## config.mk

```make
export PLATFORM = sky130hd
export DESIGN_NAME = sdac_sample_ctrl
export DESIGN_NICKNAME = d
export VERILOG_FILES = /design/src/rtl/sdac_pkg.sv /design/src/rtl/sdac_fifo.sv /design/src/rtl/sdac_sample_ctrl.sv
export SDC_FILE = /design/constraint.sdc
export NUM_CORES = 1
export LEC_CHECK = 0
export CORE_MARGIN = 2
export CORE_UTILIZATION = 52
export DETAILED_ROUTE_END_ITERATION = 10
export MAX_ROUTING_LAYER = met4
export PLACE_DENSITY = 0.83
export SLEW_MARGIN = 20
export SYNTH_ARGS = -nofsm -noshare
export SYNTH_HDL_FRONTEND = slang
export SYNTH_SLANG_ARGS = --single-unit
export TNS_END_PERCENT = 5
```

## constraint.sdc

```tcl
create_clock -name clk -period 2.8 [get_ports clk]
set_input_delay 0.56 -clock clk [delete_from_list [all_inputs] [get_ports clk]]
set_output_delay 0.56 -clock clk [all_outputs]
set_load 0.01 [all_outputs]
```

## src/rtl/sdac_pkg.sv

```systemverilog
// sdac_pkg: shared definitions for the sigma-delta DAC sample controller.
//   state_t   - controller states (IDLE, PREFILL, RUN, RAMPDN)
//   mid_scale - offset-binary mid-scale code (2**(bitlen-1)) for a given code width
package sdac_pkg;

    typedef enum logic [1:0] {
        ST_IDLE    = 2'd0,
        ST_PREFILL = 2'd1,
        ST_RUN     = 2'd2,
        ST_RAMPDN  = 2'd3
    } state_t;

    function automatic logic [31:0] mid_scale(input int unsigned bitlen);
        return 32'd1 << (bitlen - 1);
    endfunction

endpackage

```

## src/rtl/sdac_fifo.sv

```systemverilog
// sdac_fifo: synchronous show-ahead sample FIFO.
//   clk, rst  - clock, synchronous active-high reset (pointers and level cleared)
//   flush     - synchronous clear of all contents; wins over a same-cycle push
//   push, din - write din at the tail (caller guarantees not full)
//   pop       - drop the head entry (caller guarantees not empty)
//   dout      - current head entry, valid whenever empty is low
//   level     - occupancy 0..DEPTH; empty/full derived from it
module sdac_fifo #(
    parameter int WIDTH = 16,
    parameter int DEPTH = 8,
    localparam int AW   = $clog2(DEPTH),
    localparam int LW   = AW + 1
) (
    input  logic             clk,
    input  logic             rst,
    input  logic             flush,
    input  logic             push,
    input  logic [WIDTH-1:0] din,
    input  logic             pop,
    output logic [WIDTH-1:0] dout,
    output logic [LW-1:0]    level,
    output logic             empty,
    output logic             full
);

    logic [WIDTH-1:0] mem [DEPTH];
    logic [AW-1:0]    wr_ptr_q, wr_ptr_d;
    logic [AW-1:0]    rd_ptr_q, rd_ptr_d;
    logic [LW-1:0]    level_q, level_d;

    // Pointers wrap naturally because DEPTH is a power of two.
    always_comb begin
        wr_ptr_d = wr_ptr_q;
        rd_ptr_d = rd_ptr_q;
        level_d  = level_q;
        if (flush) begin
            wr_ptr_d = '0;
            rd_ptr_d = '0;
            level_d  = '0;
        end else begin
            if (push) wr_ptr_d = wr_ptr_q + 1'b1;
            if (pop)  rd_ptr_d = rd_ptr_q + 1'b1;
            case ({push, pop})
                2'b10:   level_d = level_q + 1'b1;
                2'b01:   level_d = level_q - 1'b1;
                default: level_d = level_q;
            endcase
        end
    end

    always_ff @(posedge clk) begin
        if (rst) begin
            wr_ptr_q <= '0;
            rd_ptr_q <= '0;
            level_q  <= '0;
        end else begin
            wr_ptr_q <= wr_ptr_d;
            rd_ptr_q <= rd_ptr_d;
            level_q  <= level_d;
        end
    end

    // Storage carries no reset; stale words are unreachable once pointers clear.
    always_ff @(posedge clk) begin
        if (push) mem[wr_ptr_q] <= din;
    end

    assign dout  = mem[rd_ptr_q];
    assign level = level_q;
    assign empty = (level_q == '0);
    assign full  = (level_q == LW'(DEPTH));

endmodule

```

## src/rtl/sdac_sample_ctrl.sv

```systemverilog
// sdac_sample_ctrl: paces buffered samples into a sigma-delta DAC input.
//   clk, rst           - clock, synchronous active-high reset
//   cfg_en             - stream enable; dropping it ramps the output back to mid-scale
//   cfg_div            - sample period minus one, in clk cycles
//   s_valid/s_data     - sample input; accepted when s_ready (FIFO not full)
//   clr_uflow          - clears the sticky underflow flag
//   dac_code           - registered DAC code, mid-scale when idle
//   sample_tick        - one-cycle pulse per sample period (only while busy)
//   uflow              - sticky: a tick in RUN found the FIFO empty
//   level              - FIFO occupancy
//   busy               - controller is not IDLE
module sdac_sample_ctrl #(
    parameter int BITLEN    = 16,
    parameter int DEPTH     = 8,
    parameter int DIV_W     = 16,
    parameter int RAMP_STEP = 256
) (
    input  logic                   clk,
    input  logic                   rst,
    input  logic                   cfg_en,
    input  logic [DIV_W-1:0]       cfg_div,
    input  logic                   s_valid,
    input  logic [BITLEN-1:0]      s_data,
    output logic                   s_ready,
    input  logic                   clr_uflow,
    output logic [BITLEN-1:0]      dac_code,
    output logic                   sample_tick,
    output logic                   uflow,
    output logic [$clog2(DEPTH):0] level,
    output logic                   busy
);
    import sdac_pkg::*;

    localparam int                LW       = $clog2(DEPTH) + 1;
    localparam logic [31:0]       MID_W    = mid_scale(BITLEN);
    localparam logic [BITLEN-1:0] MID      = MID_W[BITLEN-1:0];
    localparam logic [BITLEN:0]   STEP_EXT = (BITLEN + 1)'(RAMP_STEP);
    localparam logic [LW-1:0]     HALF     = LW'(DEPTH / 2);

    state_t            state_q, state_d;
    logic [DIV_W-1:0]  cnt_q, cnt_d;
    logic [BITLEN-1:0] dac_code_q, dac_code_d;
    logic              uflow_q, uflow_d;

    logic              tick;
    logic              fifo_push, fifo_pop, fifo_flush;
    logic              fifo_empty, fifo_full;
    logic [BITLEN-1:0] fifo_dout;
    logic [LW-1:0]     fifo_level;

    logic [BITLEN:0]   code_ext, ramp_dn, ramp_up;
    logic [BITLEN-1:0] ramp_code;

    sdac_fifo #(
        .WIDTH (BITLEN),
        .DEPTH (DEPTH)
    ) u_fifo (
        .clk   (clk),
        .rst   (rst),
        .flush (fifo_flush),
        .push  (fifo_push),
        .din   (s_data),
        .pop   (fifo_pop),
        .dout  (fifo_dout),
        .level (fifo_level),
        .empty (fifo_empty),
        .full  (fifo_full)
    );

    assign tick      = (state_q != ST_IDLE) && (cnt_q == cfg_div);
    assign s_ready   = !fifo_full;
    assign fifo_push = s_valid && s_ready;

    // One ramp step toward mid-scale with one guard bit: a borrow or carry
    // out of the code range, or a step past mid-scale, lands exactly on MID.
    always_comb begin
        code_ext  = {1'b0, dac_code_q};
        ramp_dn   = code_ext - STEP_EXT;
        ramp_up   = code_ext + STEP_EXT;
        ramp_code = MID;
        if (dac_code_q > MID) begin
            if (!ramp_dn[BITLEN] && (ramp_dn[BITLEN-1:0] > MID)) ramp_code = ramp_dn[BITLEN-1:0];
        end else if (dac_code_q < MID) begin
            if (!ramp_up[BITLEN] && (ramp_up[BITLEN-1:0] < MID)) ramp_code = ramp_up[BITLEN-1:0];
        end
    end

    always_comb begin
        state_d    = state_q;
        cnt_d      = cnt_q;
        dac_code_d = dac_code_q;
        uflow_d    = clr_uflow ? 1'b0 : uflow_q;
        fifo_pop   = 1'b0;
        fifo_flush = 1'b0;

        if (state_q == ST_IDLE) cnt_d = '0;
        else                    cnt_d = tick ? '0 : cnt_q + 1'b1;

        case (state_q)
            ST_IDLE: begin
                dac_code_d = MID;
                if (cfg_en) state_d = ST_PREFILL;
            end
            ST_PREFILL: begin
                dac_code_d = MID;
                if (!cfg_en)                  state_d = ST_IDLE;
                else if (fifo_level >= HALF)  state_d = ST_RUN;
            end
            ST_RUN: begin
                if (tick) begin
                    if (!fifo_empty) begin
                        fifo_pop   = 1'b1;
                        dac_code_d = fifo_dout;
                    end else begin
                        // A new underflow outranks a simultaneous clear.
                        uflow_d = 1'b1;
                    end
                end
                if (!cfg_en) state_d = ST_RAMPDN;
            end
            ST_RAMPDN: begin
                // cfg_en is deliberately not looked at here.
                if (tick) dac_code_d = ramp_code;
                if (dac_code_q == MID) state_d = ST_IDLE;
            end
            default: state_d = ST_IDLE;
        endcase

        // Any return to IDLE discards buffered samples and restarts the period.
        if ((state_d == ST_IDLE) && (state_q != ST_IDLE)) begin
            fifo_flush = 1'b1;
            cnt_d      = '0;
        end
    end

    always_ff @(posedge clk) begin
        if (rst) begin
            state_q    <= ST_IDLE;
            cnt_q      <= '0;
            dac_code_q <= MID;
            uflow_q    <= 1'b0;
        end else begin
            state_q    <= state_d;
            cnt_q      <= cnt_d;
            dac_code_q <= dac_code_d;
            uflow_q    <= uflow_d;
        end
    end

    assign dac_code    = dac_code_q;
    assign sample_tick = tick;
    assign uflow       = uflow_q;
    assign level       = fifo_level;
    assign busy        = (state_q != ST_IDLE);

endmodule

```

==> metrics.md <==
| Metric | Value |
|---|---|
| Cell Pwr Density | `584 mW/mm^2` |
| Pint | `4.27 mW` |
| Routed wire length | `15600 microns` |
| Fin crit share | `0.969` |
| CP Class | `in2reg` |
| Antenna Nets Post-Route | `0` |
| Die area | `0.0158 sq mm` |
| Net Count, Synth | `564` |
| DP HPWL | `just over 10000 microns` |
| Final hold vios | `0` |
| R2r setup slk | `between 0.2 and 0.3 ns` |
| Crit path largest cell delay | `approximately 0.43 ns` |
| Sw frac | `0.209` |
| Clk buf depth | `2` |
| Psw | `1.13 mW` |
| Synth unique cells | `62` |
| Vias in the first global route | `roughly 4700` |
| Num CTS Buffers | `17` |
| Core area | `0.0145 sq mm` |
| VDD IR-drop max | `0.000530 V` |
| ANT cells | `0` |
| Worst slew margin | `0.500` |
| Post-synth top area share | `0.499` |
| Root Driver | `clkbuf_16` |
| Synth top area cells | `edfxtp_1 (50%), dfxtp_1 (12%), mux4_2 (9.4%), xor2_1 (3.0%), nor2_1 (2.2%)` |
| Critical Path RT | `3.12 ns` |
| Slowest-stage cell, CP | `clkdlybuf4s50_1` |
| H-tree levels | `4` |
| Critical hold path startpoint | `cnt_q[0]$_SDFF_PP0_` |
| Row count | `44` |
| Largest net degree at the start of global routing | `21` |
| Crit-path max FO | `3` |
| Synth async-reset ratio | `0` |
| RSZ-0062 raised after global routing | `yes` |
| Ports | `approximately 60` |
| Vias per cell | `~5.8` |
| Hold crit path type | `reg2reg` |
| Worst slew pin tran | `0.740 ns` |
| Layout cell share with drive strength beyond 1 | `0.227` |
| Seq pwr share | `0.528` |
| Clock Skews | `0.00813 ns` |
| Drt first pass iters | `5` |
| Multi-input combinational cell area | `0.00274 sq mm` |
| Tot Pwr | `5.40 mW` |
| Cells after Synth | `516` |
| Main synth FF type | `edfxtp_1` |
| Adder-cell share of the synthesized area | `0.0189` |
| Die X-Extent | `126 microns` |
| Status | `finished clean` |
| Simple-gate area share of the yosys netlist | `0.107` |
| Mux cell area share after synthesis | `0.116` |
| Min Tclk post-route | `2.71 ns` |
| Mapped cell area | `around 0.0077 sq mm` |
| Die height | `126 microns` |
| Avg Inst Size Synth | `between 10 and 15 sq um` |
| Placer Congestion | `0.941` |
| Total clock sinks | `176` |
| Total GRT Usage | `0.211` |
| CP Data Arrival Time | `3.03 ns` |
| Seq/Total Area, Yosys | `0.624` |
| Number of synthesized flops with an enable pin | `around 130` |
| Setup TNS | `0 ns` |
| Clock slew seen by the registers of the worst setup and hold paths | `0.06 ns` |
| Starting Density | `0.532` |
| Pins Over Slew Limit | `0` |
| Reg area | `0.00481 sq mm` |
| Count leader, synth | `edfxtp_1` |
| Top cell type by total area after synthesis | `edfxtp_1` |
| First-pass GRT wire length | `about 25000 microns` |
| GR Overflow Total | `0` |
| Setup Viol. Count Final | `0` |
| Post-route DRC | `0` |
| R2r worst-path depth | `13` |
| Launch point of the worst reg-to-reg path | `cnt_q[11]$_SDFF_PP0_` |
| Synth cell count leaders | `edfxtp_1 (128), dfxtp_1 (48), nor2_1 (46)` |
| Layout Nets | `roughly 650` |
| Yosys reg bits | `176` |
| Complex-gate fraction of the synthesized area | `0.0600` |
| Largest family of logic cells by synthesized area | `multiplexers` |
| Combinational power share | `0.042` |
| WHS Path Cells | `1` |
| CTS tree | `built` |
| Vias | `4591` |
| Fill cell count | `1015` |
| Clock power share | `0.430` |
| Number of max-cap violations | `0` |
| CTS Hold Buffers Added | `0` |
| Wirelength per Cell | `19.6 microns` |
| Worst R2R End | `u_fifo.level[3]$_SDFFE_PP0P_` |
| Max Fclk | `369 MHz` |
| Chain of cells forming the critical path | `clkdlybuf4s50_1 > xor2_1 > nor4_2 > nand3_2 > or3_4 > inv_2 > ha_4 > ha_4 > a21o_1 > a21oi_2 > xnor2_1 > nor2_1 > xnor2_1 > nor2_1` |
| Later-pin clock latency in the skew report | `0.42 ns` |
| DR iter-0 viols | `318` |
| Area grow syn2layout | `20.0%` |
| Crit start category | `primary input` |
| XOR/XNOR share of the synthesized area | `0.0466` |
| Initial antenna violation count | `0` |
| Critical path capture point type | `flop` |
| Synthesis Warnings | `0` |
| Worst Hold End | `cnt_q[0]$_SDFF_PP0_` |
| Lkg Pwr | `~3.0 nW` |
| PortBufs | `60` |
[stage by stage]
step	instance area, sq um	utilization	hold WS [ns]	instances	worst slack (ns)
CTS	9240	0.638	0.491	796	0.000889
detailed placement	8660	0.598	0.476	765	-0.379
finish	9240	0.638	0.490	796	0.0864
global route	9240	0.638	0.505	796	-0.0584
floorplan	7740	-	0.449	516	0.00729
global placement	8660	0.598	0.472	765	-0.328
[cell usage in the layout (no fill, tap or decap), types with 9 or more instances in the layout]
master,n
a21oi_1,10
buf_4,28
inv_1,15
dfxtp_1,47
clkbuf_16,17
nand3_1,12
edfxtp_1,128
xnor2_1,15
clkdlybuf4s50_1,59
mux2i_1,15
nor2_1,46
mux4_2,32
nand2_1,27
nor2_4,9
xor2_1,26
[logic make-up (layout without fill, tap and decap cells)]
kind of cell,Yosys count,after routing
flops,176,176
simple gates,147,147
compound gates,52,52
mux,49,49
xor+xnor,41,41
buf+inv,40,136
fa+ha+maj,11,11
[layout make-up]
type | count | area share
timing repair buffer | 89 | 0.0894
multi-input combinational | 300 | 0.296
clock buffer | 17 | 0.0460
tap | 184 | 0.0249
inverter | 16 | 0.00650
clock inverter | 14 | 0.0168
sequential | 176 | 0.520
[flip-flops by register name, indices dropped and copies added, names as in the netlist, named ones only]
name             flops
state_q              2
u_fifo.mem         128
u_fifo.wr_ptr_q      3
dac_code            16
uflow                1
cnt_q               16
u_fifo.level         4
u_fifo.rd_ptr_q      3
[how the worst max path moves through the flow]
stage	from	cells after the start	slack, ns	end
after floorplan	cfg_div[1]	14	0.007	u_fifo.level[3]$_SDFFE_PP0P_
after global placement	cfg_div[1]	14	-0.33	u_fifo.level[3]$_SDFFE_PP0P_
after detailed placement	cfg_div[1]	14	-0.38	u_fifo.level[3]$_SDFFE_PP0P_
after CTS	cfg_div[1]	7	0.0009	sample_tick
after global routing	cfg_div[1]	14	-0.06	u_fifo.level[3]$_SDFFE_PP0P_
final	cfg_div[1]	14	0.09	u_fifo.level[3]$_SDFFE_PP0P_
[metal layers]
layer	routed length, microns	share of wire	up-vias	track usage
met2	8410	0.54	148	0.365
met3	742	0.047	18	0.0421
met4	234	0.015	0	0.0686
met5	0	0	-	-
li1	-	-	2125	-
met1	6240	0.40	2300	0.250
[power groups by stage]
stage	Sequential (mW)	Combinational, mW	Clock (mW)
detailed placement	2.91	0.225	0
CTS	2.85	0.227	2.37
global route	2.85	0.243	2.47
global placement	2.90	0.217	0
floorplan	2.90	0.0991	0
finish	2.85	0.226	2.32
[critical path: cells and delay by family]
family	cells	cell delay, ns
fa+ha+maj	2	0.34
simple gates	5	0.91
buf+inv	2	0.50
xor+xnor	3	0.44
compound gates	2	0.28
[what timing repair did]
action,CTS,global route
buffers inserted,0,0
pin swaps,0,5
resized for setup,2,1
endpoints found under the setup margin,1,3
No activity file was read; power rests on OpenSTA's default activity.
